[src/rtl/fetch_stage.sv]
// fetch_stage: IF stage; owns PC, reads imem, joins two-word instrs, emits IF/ID.
// Ports: ctl(stall/flush/jump/pc_load_mem/irq) -> imem_addr/imem_data -> IF/ID regs; opt FETCH_INTERRUPT_EN.
module fetch_stage #(
  parameter int unsigned         PC_WIDTH     = 32,
  parameter logic [PC_WIDTH-1:0] RESET_VECTOR = '0
) (
  input  logic                clk,
  input  logic                reset,
  input  logic                stall,
  input  logic                flush,
  input  logic                jump_taken,
  input  logic [PC_WIDTH-1:0] jump_target,
  input  logic                pc_load_mem,
  input  logic [PC_WIDTH-1:0] pc_from_memory,
  input  logic                interrupt_in,
  output logic [PC_WIDTH-1:0] imem_addr,
  input  logic [15:0]         imem_data,
  output logic [15:0]         instruction_r,
  output logic [15:0]         immediate_r,
  output logic [PC_WIDTH-1:0] pc_r,
  output logic                interrupt_signal_r
);

  localparam logic [15:0] NOP = 16'h0000;

`ifdef FETCH_INTERRUPT_EN
  typedef enum logic [1:0] {
    FETCH,
    FETCH_IMM,
    INT_BUBBLE
  } state_t;

  logic int_pending;
  logic int_req;

  // A request in the current cycle is serviceable at once.
  assign int_req = int_pending | interrupt_in;
`else
  typedef enum logic {
    FETCH,
    FETCH_IMM
  } state_t;

  logic unused_interrupt;

  assign unused_interrupt = interrupt_in;
`endif

  state_t              state_q;
  logic [PC_WIDTH-1:0] pc_q;
  logic [PC_WIDTH-1:0] pc_inc;
  logic [PC_WIDTH-1:0] redirect_pc;
  logic [15:0]         hold_q;
  logic                two_word;
  logic                redirect;
  logic                hold;
  logic                run;

  assign imem_addr   = pc_q;
  assign pc_inc      = pc_q + PC_WIDTH'(1);
  assign two_word    = imem_data[15:14] == 2'b11;
  assign redirect    = pc_load_mem | jump_taken;
  assign redirect_pc = pc_load_mem ? pc_from_memory
                                   : jump_target;
  assign hold        = !redirect && stall;
  assign run         = !redirect && !stall;

  always_ff @(posedge clk) begin
    if (!reset) begin
      pc_q               <= RESET_VECTOR;
      state_q            <= FETCH;
      hold_q             <= '0;
      instruction_r      <= NOP;
      immediate_r        <= '0;
      pc_r               <= '0;
      interrupt_signal_r <= 1'b0;
`ifdef FETCH_INTERRUPT_EN
      int_pending        <= 1'b0;
`endif
    end else begin
`ifdef FETCH_INTERRUPT_EN
      // Servicing below overrides this set.
      if (interrupt_in)
        int_pending <= 1'b1;
`endif
      unique case (1'b1)
        redirect: begin
          pc_q               <= redirect_pc;
          state_q            <= FETCH;
          instruction_r      <= NOP;
          immediate_r        <= '0;
          pc_r               <= redirect_pc;
          interrupt_signal_r <= 1'b0;
        end
        hold: begin
          if (flush) begin
            instruction_r      <= NOP;
            immediate_r        <= '0;
            pc_r               <= pc_q;
            interrupt_signal_r <= 1'b0;
          end
        end
        run: begin
          unique case (state_q)
            FETCH: begin
`ifdef FETCH_INTERRUPT_EN
              if (int_req) begin
                int_pending        <= 1'b0;
                state_q            <= INT_BUBBLE;
                instruction_r      <= NOP;
                immediate_r        <= '0;
                pc_r               <= pc_q;
                interrupt_signal_r <= 1'b0;
              end else
`endif
              if (two_word) begin
                hold_q             <= imem_data;
                state_q            <= FETCH_IMM;
                pc_q               <= pc_inc;
                instruction_r      <= NOP;
                immediate_r        <= '0;
                pc_r               <= pc_inc;
                interrupt_signal_r <= 1'b0;
              end else begin
                pc_q               <= pc_inc;
                instruction_r      <= imem_data;
                immediate_r        <= '0;
                pc_r               <= pc_inc;
                interrupt_signal_r <= 1'b0;
              end
            end
            FETCH_IMM: begin
              state_q            <= FETCH;
              pc_q               <= pc_inc;
              instruction_r      <= hold_q;
              immediate_r        <= imem_data;
              pc_r               <= pc_inc;
              interrupt_signal_r <= 1'b0;
            end
`ifdef FETCH_INTERRUPT_EN
            INT_BUBBLE: begin
              state_q            <= FETCH;
              instruction_r      <= NOP;
              immediate_r        <= '0;
              pc_r               <= pc_q;
              interrupt_signal_r <= 1'b1;
            end
`endif
            default: state_q <= FETCH;
          endcase
          // Flush only blanks IF/ID; pc_r keeps this cycle's value.
          if (flush) begin
            instruction_r      <= NOP;
            immediate_r        <= '0;
            interrupt_signal_r <= 1'b0;
          end
        end
        default: ;
      endcase
    end
  end

endmodule
[config.mk]
export PLATFORM = sky130hd
export DESIGN_NAME = fetch_stage
export DESIGN_NICKNAME = d
export VERILOG_FILES = /design/src/rtl/fetch_stage.sv
export SDC_FILE = /design/constraint.sdc
export NUM_CORES = 1
export LEC_CHECK = 0
export ABC_AREA = 0
export CELL_PAD_IN_SITES_DETAIL_PLACEMENT = 1
export CELL_PAD_IN_SITES_GLOBAL_PLACEMENT = 1
export CORE_ASPECT_RATIO = 1.4
export CORE_MARGIN = 4
export CORE_UTILIZATION = 30
export DETAILED_ROUTE_END_ITERATION = 16
export GPL_ROUTABILITY_DRIVEN = 0
export HOLD_SLACK_MARGIN = 0.06
export PLACE_DENSITY = 0.89
export SLEW_MARGIN = 20
export SYNTH_ARGS = -nofsm -noshare
export SYNTH_HDL_FRONTEND = slang
export SYNTH_SLANG_ARGS = --single-unit
[constraint.sdc]
create_clock -name clk -period 2 [get_ports clk]
set_input_delay 0.2 -clock clk [delete_from_list [all_inputs] [get_ports clk]]
set_output_delay 0.2 -clock clk [all_outputs]
set_load 0.01 [all_outputs]
# ---- Yosys cells after proc, flatten, opt, wreduce, memory -nomap -nowiden
# Index checks and enable logic that the tools add are counted.
dict set report totals {
  register_bits 114
  latch_bits 0
  ram_bits 0
  mem_bits_ro 0
  in_bits 87
  output_inout_bits 97
  elab_cells 40
  n_memories 0
}
dict set report classes {
  add_sub_neg 1
  n_mul 0
  div_mod_pow 0
  magnitude_cmp 0
  eq_ne 2
  n_shift 0
  mux 17
  bitwise_logic 2
  n_reduce_logical 11
}
# operator n
set ops {}
lappend ops {{16-bit case mux with 3 select lines} 2}
lappend ops {{32-bit case mux with 3 select lines} 1}
lappend ops {{16-bit 2-to-1 mux} 4}
lappend ops {{32-bit 2-to-1 mux} 2}
lappend ops {{16-bit case mux with 2 select lines} 2}
lappend ops {{32-bit case mux with 2 select lines} 1}
lappend ops {{32-bit by 1-bit adder with 32-bit output, second input constant} 1}
lappend ops {{1-bit case mux with 2 select lines} 3}
lappend ops {{2-bit AND reduction} 2}
lappend ops {{2-bit nonzero test} 2}
lappend ops {{3-bit AND reduction} 1}
lappend ops {{3-bit nonzero test} 1}
lappend ops {{2-bit == test, second input constant} 1}
lappend ops {{1-bit logical AND} 2}
lappend ops {{1-bit zero test} 2}
lappend ops {{1-bit 2-to-1 mux} 2}
lappend ops {{2-bit inequality test, second input constant} 1}
lappend ops {{2-bit OR reduction} 1}
lappend ops {{1-bit inverter} 1}
lappend ops {{1-bit OR} 1}

# ---- Logic depth before layout (Yosys ltp)
# Gate-level depths: netlist (run 1).
dict set report depth {
  depth_word 6
  mapped_depth 8
  mapped_depth_nobuf 6
}

# ---- Worst setup path before layout (run 1)
# OpenSTA, ideal clock, no wires.
dict set report synth_path {
  path_type {register -> register}
  start {register pc_q[0] (netlist: imem_addr[0])}
  end {register pc_r[8]}
  setup_ps 132
  t_arrival_ps 1776
  t_required_ps 1868
  slack_ps 91
  stages_incl_launch_ff 7
  path_buffers 0
  period_less_slack_ps 1909
  path_cell_list {dfxtp_1 ha_1 nor2b_1 nand3_1 mux2_2 a221oi_1 a21oi_1}
}
dict set report synth_between {
  elab_chain_cells 2
}
# item line
set synth_lines {}
lappend synth_lines {{start, declared} 50} ;# logic [PC_WIDTH-1:0] pc_q;
lappend synth_lines {{start signal, assigned} 88} ;# pc_q <= redirect_pc;
lappend synth_lines {{start signal, assigned} 119} ;# pc_q <= pc_inc;
lappend synth_lines {{start signal, assigned} 125} ;# pc_q <= pc_inc;
lappend synth_lines {{32-bit by 1-bit adder with 32-bit output} 60} ;# assign pc_inc = pc_q + PC_WIDTH'(1);
lappend synth_lines {{32-bit case mux with 3 select lines} 86} ;# unique case (1'b1)
lappend synth_lines {{end signal, assigned} 92} ;# pc_r <= redirect_pc;
lappend synth_lines {{end signal, assigned} 99} ;# pc_r <= pc_q;
lappend synth_lines {{end signal, assigned} 122} ;# pc_r <= pc_inc;
lappend synth_lines {{end, declared} 20} ;# output logic [PC_WIDTH-1:0] pc_r,
# Every way passes these cells.
# A chain may end at the register's enable or synchronous reset.

# ---- Worst setup path after layout (run 1)
dict set report layout_path {
  start {input port stall}
  end {register pc_r[15]}
}
dict set report layout_between {
  elab_chain_cells 4
  word_cells_on_any_way 7
  classes_between {1 x eq/ne; 1 x mux; 5 x reduce/logical}
}
# item line
set layout_lines {}
lappend layout_lines {{start, declared} 9} ;# input logic stall,
lappend layout_lines {{1-bit zero test} 66} ;# assign run = !redirect && !stall;
lappend layout_lines {{1-bit logical AND} 66}
lappend layout_lines {{3-bit nonzero test (no source line)} n/a}
lappend layout_lines {{2-bit AND reduction (no source line)} n/a}
# Parallel ways exist; a longest one is shown, timed or not.

==> reports/qor.yml, run 1 <==
grt_pass1_vias: 6922
synthesis.nets: 738
dp_cells: 1104
arrival_ns: 2.25
viasPerCell: 5.58
nets: 978
grt_overflow: 0
totalWireLength_mm: 24.8
p_comb_share_pct: 16.6
period_needed_ns: 1.96
design.core.area_mm2: 0.0174
switchingPower_mw: 1.65
max-vdd-ir-drop_mv: 0.556
synth_edf_count: 0
async_flop_share_pct: 0
path_clk_slew_ns: 0.05
power_mw: 6.33
diodes: 0
final-max-slew-violation-count: 0
tns_ns: 0
synth_compound_area_share_pct: 23.2
initial_utilization_pct: 30.7
final_cell_count_no_fill: 1136
cts_buffers: 17
cellInternalPower_mw: 4.68
yosysTopAreaCellShare_pct: 42.3
ys_types: 65
io_pins: 184
rsz0062_at_grt: "yes"
maxCapViolations: 0
grt_max_degree: 39
numPortBuffers: 181
cts.sinks: 113
post-dp-hpwl_mm: 17.6
final_core_util_pct: 49.6
synth_xor_xnor_area_share_pct: 0.983
dieArea_mm2: 0.0200
gr-usage-all-layers_pct: 23.9
drt_iter0_drc: 406
leakagePower_nw: 3.20
synth_warnings: 0
worstSetupPathType: "primary input to flop"
finalHoldViolations: 0
crit_path_start_kind: "primary input"
clkPwrFrac_pct: 44.7
avgRoutedWirePerCell_um: 21.8
rows: 57
pwr-share-seq_pct: 38.7
syn_to_final_growth_pct: 61.4
htreeDepth: 4
powerDensity_mw_per_mm2: 733
routed-via-count: 6335
crit_fanout: 5
cts_root_buffer: "clkbuf_16"
place_area_mm2: 0.00797
dr.pass1.iters: 5
hp-class: "primary input to flop"
clk-insertion-delay-late_ns: 0.43
post-route-period-util_pct: 97.8
final_cell_mix: "181 x clkdlybuf4s50_1, 110 x dfxtp_1, 99 x nor2_1, 82 x buf_4, 52 x a21oi_1"
grt_first_pass_wirelength_mm: 37.8
antenna_left: 0
switching_share_pct: 26.0
synth_top_family_by_area: "simple AND/OR/NAND/NOR gates"
drc_errors: 0
die_x_um: 121
ys_ff_latch: 113
final_area_mm2: 0.00863
chipHeight_um: 166
yosysTopAreaCell: "dfxtp_1"
postSynthAreaPerCell_um2: 8.24
synth-seq-area-share_pct: 42.3
final_common_cell: "clkdlybuf4s50_1"
syn_area_mm2: 0.00535
antenna_found_initial: 0
critical_path_required_ns: 2.29
synthTopCellsByArea: "dfxtp_1 42%, nor2_1 7.1%, a22oi_1 5.2%, a21oi_1 4.9%, mux2i_1 3.4%"
holdPathStages: 3
finalSetupViolCount: 0
synth-adder-area-share_pct: 0.468
rr_worst_depth: 6
fmax_mhz: 511
cts_tree: "yes"
drive_gt1_share_pct: 17.0
critPathCaptureType: "flop"
clockBufferDepth: 2
status: "finished, final reports clean"
synth_flop_cell: "dfxtp_1"
clock_skew_ns: 0.0141
synthSimpleGateAreaFrac_pct: 24.3
fillerInstances: 2007
netlist_instances: 649
synth_mux_area_share_pct: 4.00
-- cells in the mapped netlist, types with 3 or more instances --
cell and number:
dfxtp_1 113, nor2_1 101, a21oi_1 52, a22oi_1 37
clkbuf_1 37, nand2_1 36, o21ai_0 31, nand3_1 25
nor3_1 24, mux2i_1 18, a31oi_1 14, nor4_1 12
nand4_1 11, inv_1 8, o22ai_1 7, a211oi_1 6
and2_1 6, buf_2 6, nand3b_1 6, nor3b_1 5
a21boi_0 4, a31o_2 4, and3b_1 4, and4_1 4
o21a_1 4, o31a_1 4, o31ai_1 4, or3_1 4
xnor2_1 4, buf_6 3, mux2_2 3, nand2b_1 3
nor2b_1 3, o211ai_1 3
-- flip-flops by register name (all words and copies together), names as in the netlist --
| signal | flops |
|---|---|
| hold_q | 16 |
| state_q | 1 |
| immediate_r | 16 |
| pc_r | 32 |
| imem_addr | 32 |
| instruction_r | 16 |
-- per-layer routing --
layer,global-route usage (%),routed length (um),vias to the layer above
li1,-,-,2876
met1,25.2,9260,3114
met2,41.9,12500,266
met5,0,0,-
met4,12.9,1180,0
met3,7.19,1830,79
-- critical path, cell delays in order --
cell and delay (ns):
clkdlybuf4s50_1 0.55, nand3b_1 0.25, buf_4 0.18, nor4_2 0.23, buf_4 0.18, nand4_1 0.14, a21oi_1 0.37, o41ai_2 0.15
-- logic make-up (layout without fill, tap and decap cells) --
group / count (synthesis) / after routing
mux: 21 / 21
flops: 113 / 113
fa+ha+maj: 2 / 2
compound gates: 191 / 191
buf+inv: 57 / 308
other cells: 1 / 1
xor+xnor: 6 / 6
simple gates: 258 / 258
-- final timing paths --
| check | from | endpoint | slack, ns |
|---|---|---|---|
| hold / removal | pc_from_memory[27] | imem_addr[27]$_SDFFE_PN0P_ | 0.38 |
| hold reg to reg | pc_r[0]$_SDFFE_PN0P_ | pc_r[0]$_SDFFE_PN0P_ | 0.46 |
| setup reg to reg | imem_addr[7]$_SDFFE_PN0P_ | pc_r[16]$_SDFFE_PN0P_ | 0.05 |
| setup / recovery | stall | pc_r[15]$_SDFFE_PN0P_ | 0.04 |
-- power by group through the flow --
stage,clock [mW],sequential [mW],combinational (mW)
CTS,2.87,2.45,1.03
global placement,0,2.48,0.990
finish,2.83,2.45,1.05
global route,2.97,2.46,1.11
detailed placement,0,2.49,1.02
floorplan,0,2.54,0.327
-- timing repair --
action                                 4_1_cts  5_1_grt
setup endpoints to repair                    7       22
resized for setup                            4       19
pin swaps                                    0        3
buffers inserted                             0        2
endpoints found under the hold margin        0        0
hold buffers                                 0        0
-- stage by stage --
step	setup WS [ns]	hold WS, ns
finish	0.0443	0.383
global route	-0.0914	0.406
global placement	-0.217	0.441
detailed placement	-0.292	0.458
floorplan	0.0913	0.338
CTS	0.00758	0.393
-- cell type report --
type / count / area, um^2 / area share (%)
flip-flops and latches: 113 / 2270 / 26.3
clock inverters: 7 / 60.1 / 0.696
clock buffers: 23 / 478 / 5.54
inverters: 8 / 30.0 / 0.348
repair buffers: 270 / 2570 / 29.8
multi-input cells: 479 / 2930 / 33.9
well taps: 236 / 295 / 3.42
Note: power is estimated with default switching activity, not from simulation.
==> inputs of run 2 (changes only) <==
SKIP_LAST_GASP = 1   (was unset)
==> reports/qor.yml, run 2 (synthesis gave the netlist of run 1 again) <==
status: "finished, final reports clean"  # unchanged
final_core_util_pct: 49.6  # about the same
die_x_um: 121  # unchanged
cpLargestDelayFamily: "simple AND/OR/NAND/NOR gates"  # was buffers and inverters
drive_gt1_share_pct: 17.0  # unchanged
crit_path_start_kind: "flop"  # was primary input
clock_skew_ns: 0.0146  # was 0.0141 ns
post-dp-hpwl_mm: 17.6  # unchanged
numPortBuffers: 181  # unchanged
multiInputGateArea_mm2: 0.00293  # unchanged
final_cell_count_no_fill: 1136  # unchanged
design.core.area_mm2: 0.0174  # unchanged
grt_first_pass_wirelength_mm: 37.8  # unchanged
critical_path_required_ns: 2.33  # was 2.29 ns
cellInternalPower_mw: 4.68  # about the same
r2r_slack_ns: 0.04  # was 0.05 ns
pwr-share-seq_pct: 38.7  # about the same
place_ws_ns: -0.292  # unchanged
fillerInstances: 2008  # was 2007
chipHeight_um: 166  # unchanged
clk-insertion-delay-late_ns: 0.43  # about the same
fmax_mhz: 509  # was 511 MHz
initial_utilization_pct: 30.7  # unchanged
fin_ws_ns: 0.0361  # was 0.0443 ns
dp_cells: 1104  # unchanged
nets: 978  # unchanged
cts_tree: "yes"  # unchanged
rsz0062_at_grt: "yes"  # unchanged
totalWireLength_mm: 24.8  # about the same
viasPerCell: 5.57  # was 5.58
crit_chain: "ha_1 -> nor2b_2 -> buf_4 -> nand4_1 -> nor4_2 -> nor3_2 -> o41ai_2"  # was clkdlybuf4s50_1 -> nand3b_1 -> buf_4 -> nor4_2 -> buf_4 -> nand4_1 -> a21oi_1 -> o41ai_2
switchingPower_mw: 1.65  # about the same
cpPeakStageDelay_ns: 0.40  # was 0.55 ns
post-route-period-util_pct: 98.2  # was 97.8%
place_area_mm2: 0.00797  # unchanged
dieArea_mm2: 0.0200  # unchanged
finalSetupViolCount: 0  # unchanged
finalHoldViolations: 0  # unchanged
io_pins: 184  # unchanged
dr.pass1.iters: 5  # unchanged
cts_buffers: 17  # unchanged
antenna_found_initial: 0  # unchanged
cts.sinks: 113  # unchanged
p_comb_share_pct: 16.6  # about the same
clockBufferDepth: 2  # unchanged
cts_root_buffer: "clkbuf_16"  # unchanged
critPathCaptureType: "flop"  # unchanged
grt_overflow: 0  # unchanged
gr-usage-all-layers_pct: 23.9  # unchanged
routed-via-count: 6331  # was 6335
final_common_cell: "clkdlybuf4s50_1"  # unchanged
syn_to_final_growth_pct: 61.4  # about the same
switching_share_pct: 26.0  # about the same
tns_ns: 0  # unchanged
period_needed_ns: 1.96  # about the same
final_cell_mix: "181 x clkdlybuf4s50_1, 110 x dfxtp_1, 99 x nor2_1, 82 x buf_4, 52 x a21oi_1"  # unchanged
final_area_mm2: 0.00863  # about the same
clkPwrFrac_pct: 44.7  # about the same
htreeDepth: 4  # unchanged
rows: 57  # unchanged
avgRoutedWirePerCell_um: 21.8  # about the same
leakagePower_nw: 3.20  # about the same
worstSetupPathType: "flop to flop"  # was primary input to flop
path_clk_slew_ns: 0.05  # about the same
maxCapViolations: 0  # unchanged
antenna_left: 0  # unchanged
powerDensity_mw_per_mm2: 734  # was 733 mW/mm^2
drc_errors: 0  # unchanged
regArea_mm2: 0.00227  # about the same
ctsHoldBuffers: 0  # unchanged
diodes: 0  # unchanged
crit_fanout: 5  # unchanged
arrival_ns: 2.30  # was 2.25 ns
cp_slowest_cell: "dfxtp_2"  # was clkdlybuf4s50_1
hp-class: "primary input to flop"  # unchanged
drt_iter0_drc: 400  # was 406
final-max-slew-violation-count: 0  # unchanged
path_buf_inv: 1  # was 3
grt_pass1_vias: 6922  # unchanged
max-vdd-ir-drop_mv: 0.557  # was 0.556 mV
grt_max_degree: 39  # unchanged
-- run 2: per-layer routing --
layer  track usage (%)  vias up  share of wire (%)
met5                 0        -                  0
met4              12.9        0                4.7
met3              7.19       81                7.5
met2              41.9      266                 50
met1              25.2     3110                 37
li1                  -     2874                  -
-- run 2: worst paths after layout --
path	start	depth (start not counted)	end
hold / removal	pc_from_memory[27]	3	imem_addr[27]$_SDFFE_PN0P_
hold reg to reg	pc_r[0]$_SDFFE_PN0P_	2	pc_r[0]$_SDFFE_PN0P_
setup / recovery	imem_addr[0]$_SDFFE_PN0P_	7	pc_r[28]$_SDFFE_PN0P_
setup reg to reg	imem_addr[0]$_SDFFE_PN0P_	7	pc_r[28]$_SDFFE_PN0P_
-- run 2: timing repair --
| item | CTS | global route |
|---|---|---|
| gates cloned | 0 | 0 |
| endpoints found under the hold margin | 0 | 0 |
| resized for setup | 4 | 17 |
| setup endpoints to repair | 7 | 22 |
| pin swaps | 0 | 3 |
| buffers inserted | 0 | 2 |
-- run 2: cell type report --
class	count	area share (%)
clock buffers	23	5.54
repair buffers	270	29.8
flip-flops and latches	113	26.3
inverters	8	0.348
well taps	236	3.42
multi-input cells	479	34.0
clock inverters	7	0.696
-- run 2: per-stage QoR --
| stage | hold WS [ns] | total power [mW] |
|---|---|---|
| 2_1_floorplan | 0.338 | 2.86 |
| 3_3_place_gp | 0.441 | 3.47 |
| 3_5_place_dp | 0.458 | 3.50 |
| 4_1_cts | 0.393 | 6.35 |
| 5_1_grt | 0.406 | 6.54 |
| 6_report | 0.384 | 6.33 |
-- run 2: worst register-to-register path, delay by kind of cell, from the launching register on --
family | cells | cell delay (ns)
DFF | 1 | 0.40
AOI/OAI and AO/OA | 1 | 0.32
adders and majority gates | 1 | 0.21
buffers and inverters | 1 | 0.17
and+or+nand+nor | 4 | 0.77
-- run 2: power by group through the flow --
stage	Sequential (mW)	Clock [mW]	Combinational (mW)
final	2.45	2.83	1.05
after global routing	2.46	2.97	1.11
after detailed placement	2.49	0	1.02
after global placement	2.48	0	0.990
after floorplan	2.54	0	0.327
after CTS	2.45	2.87	1.03
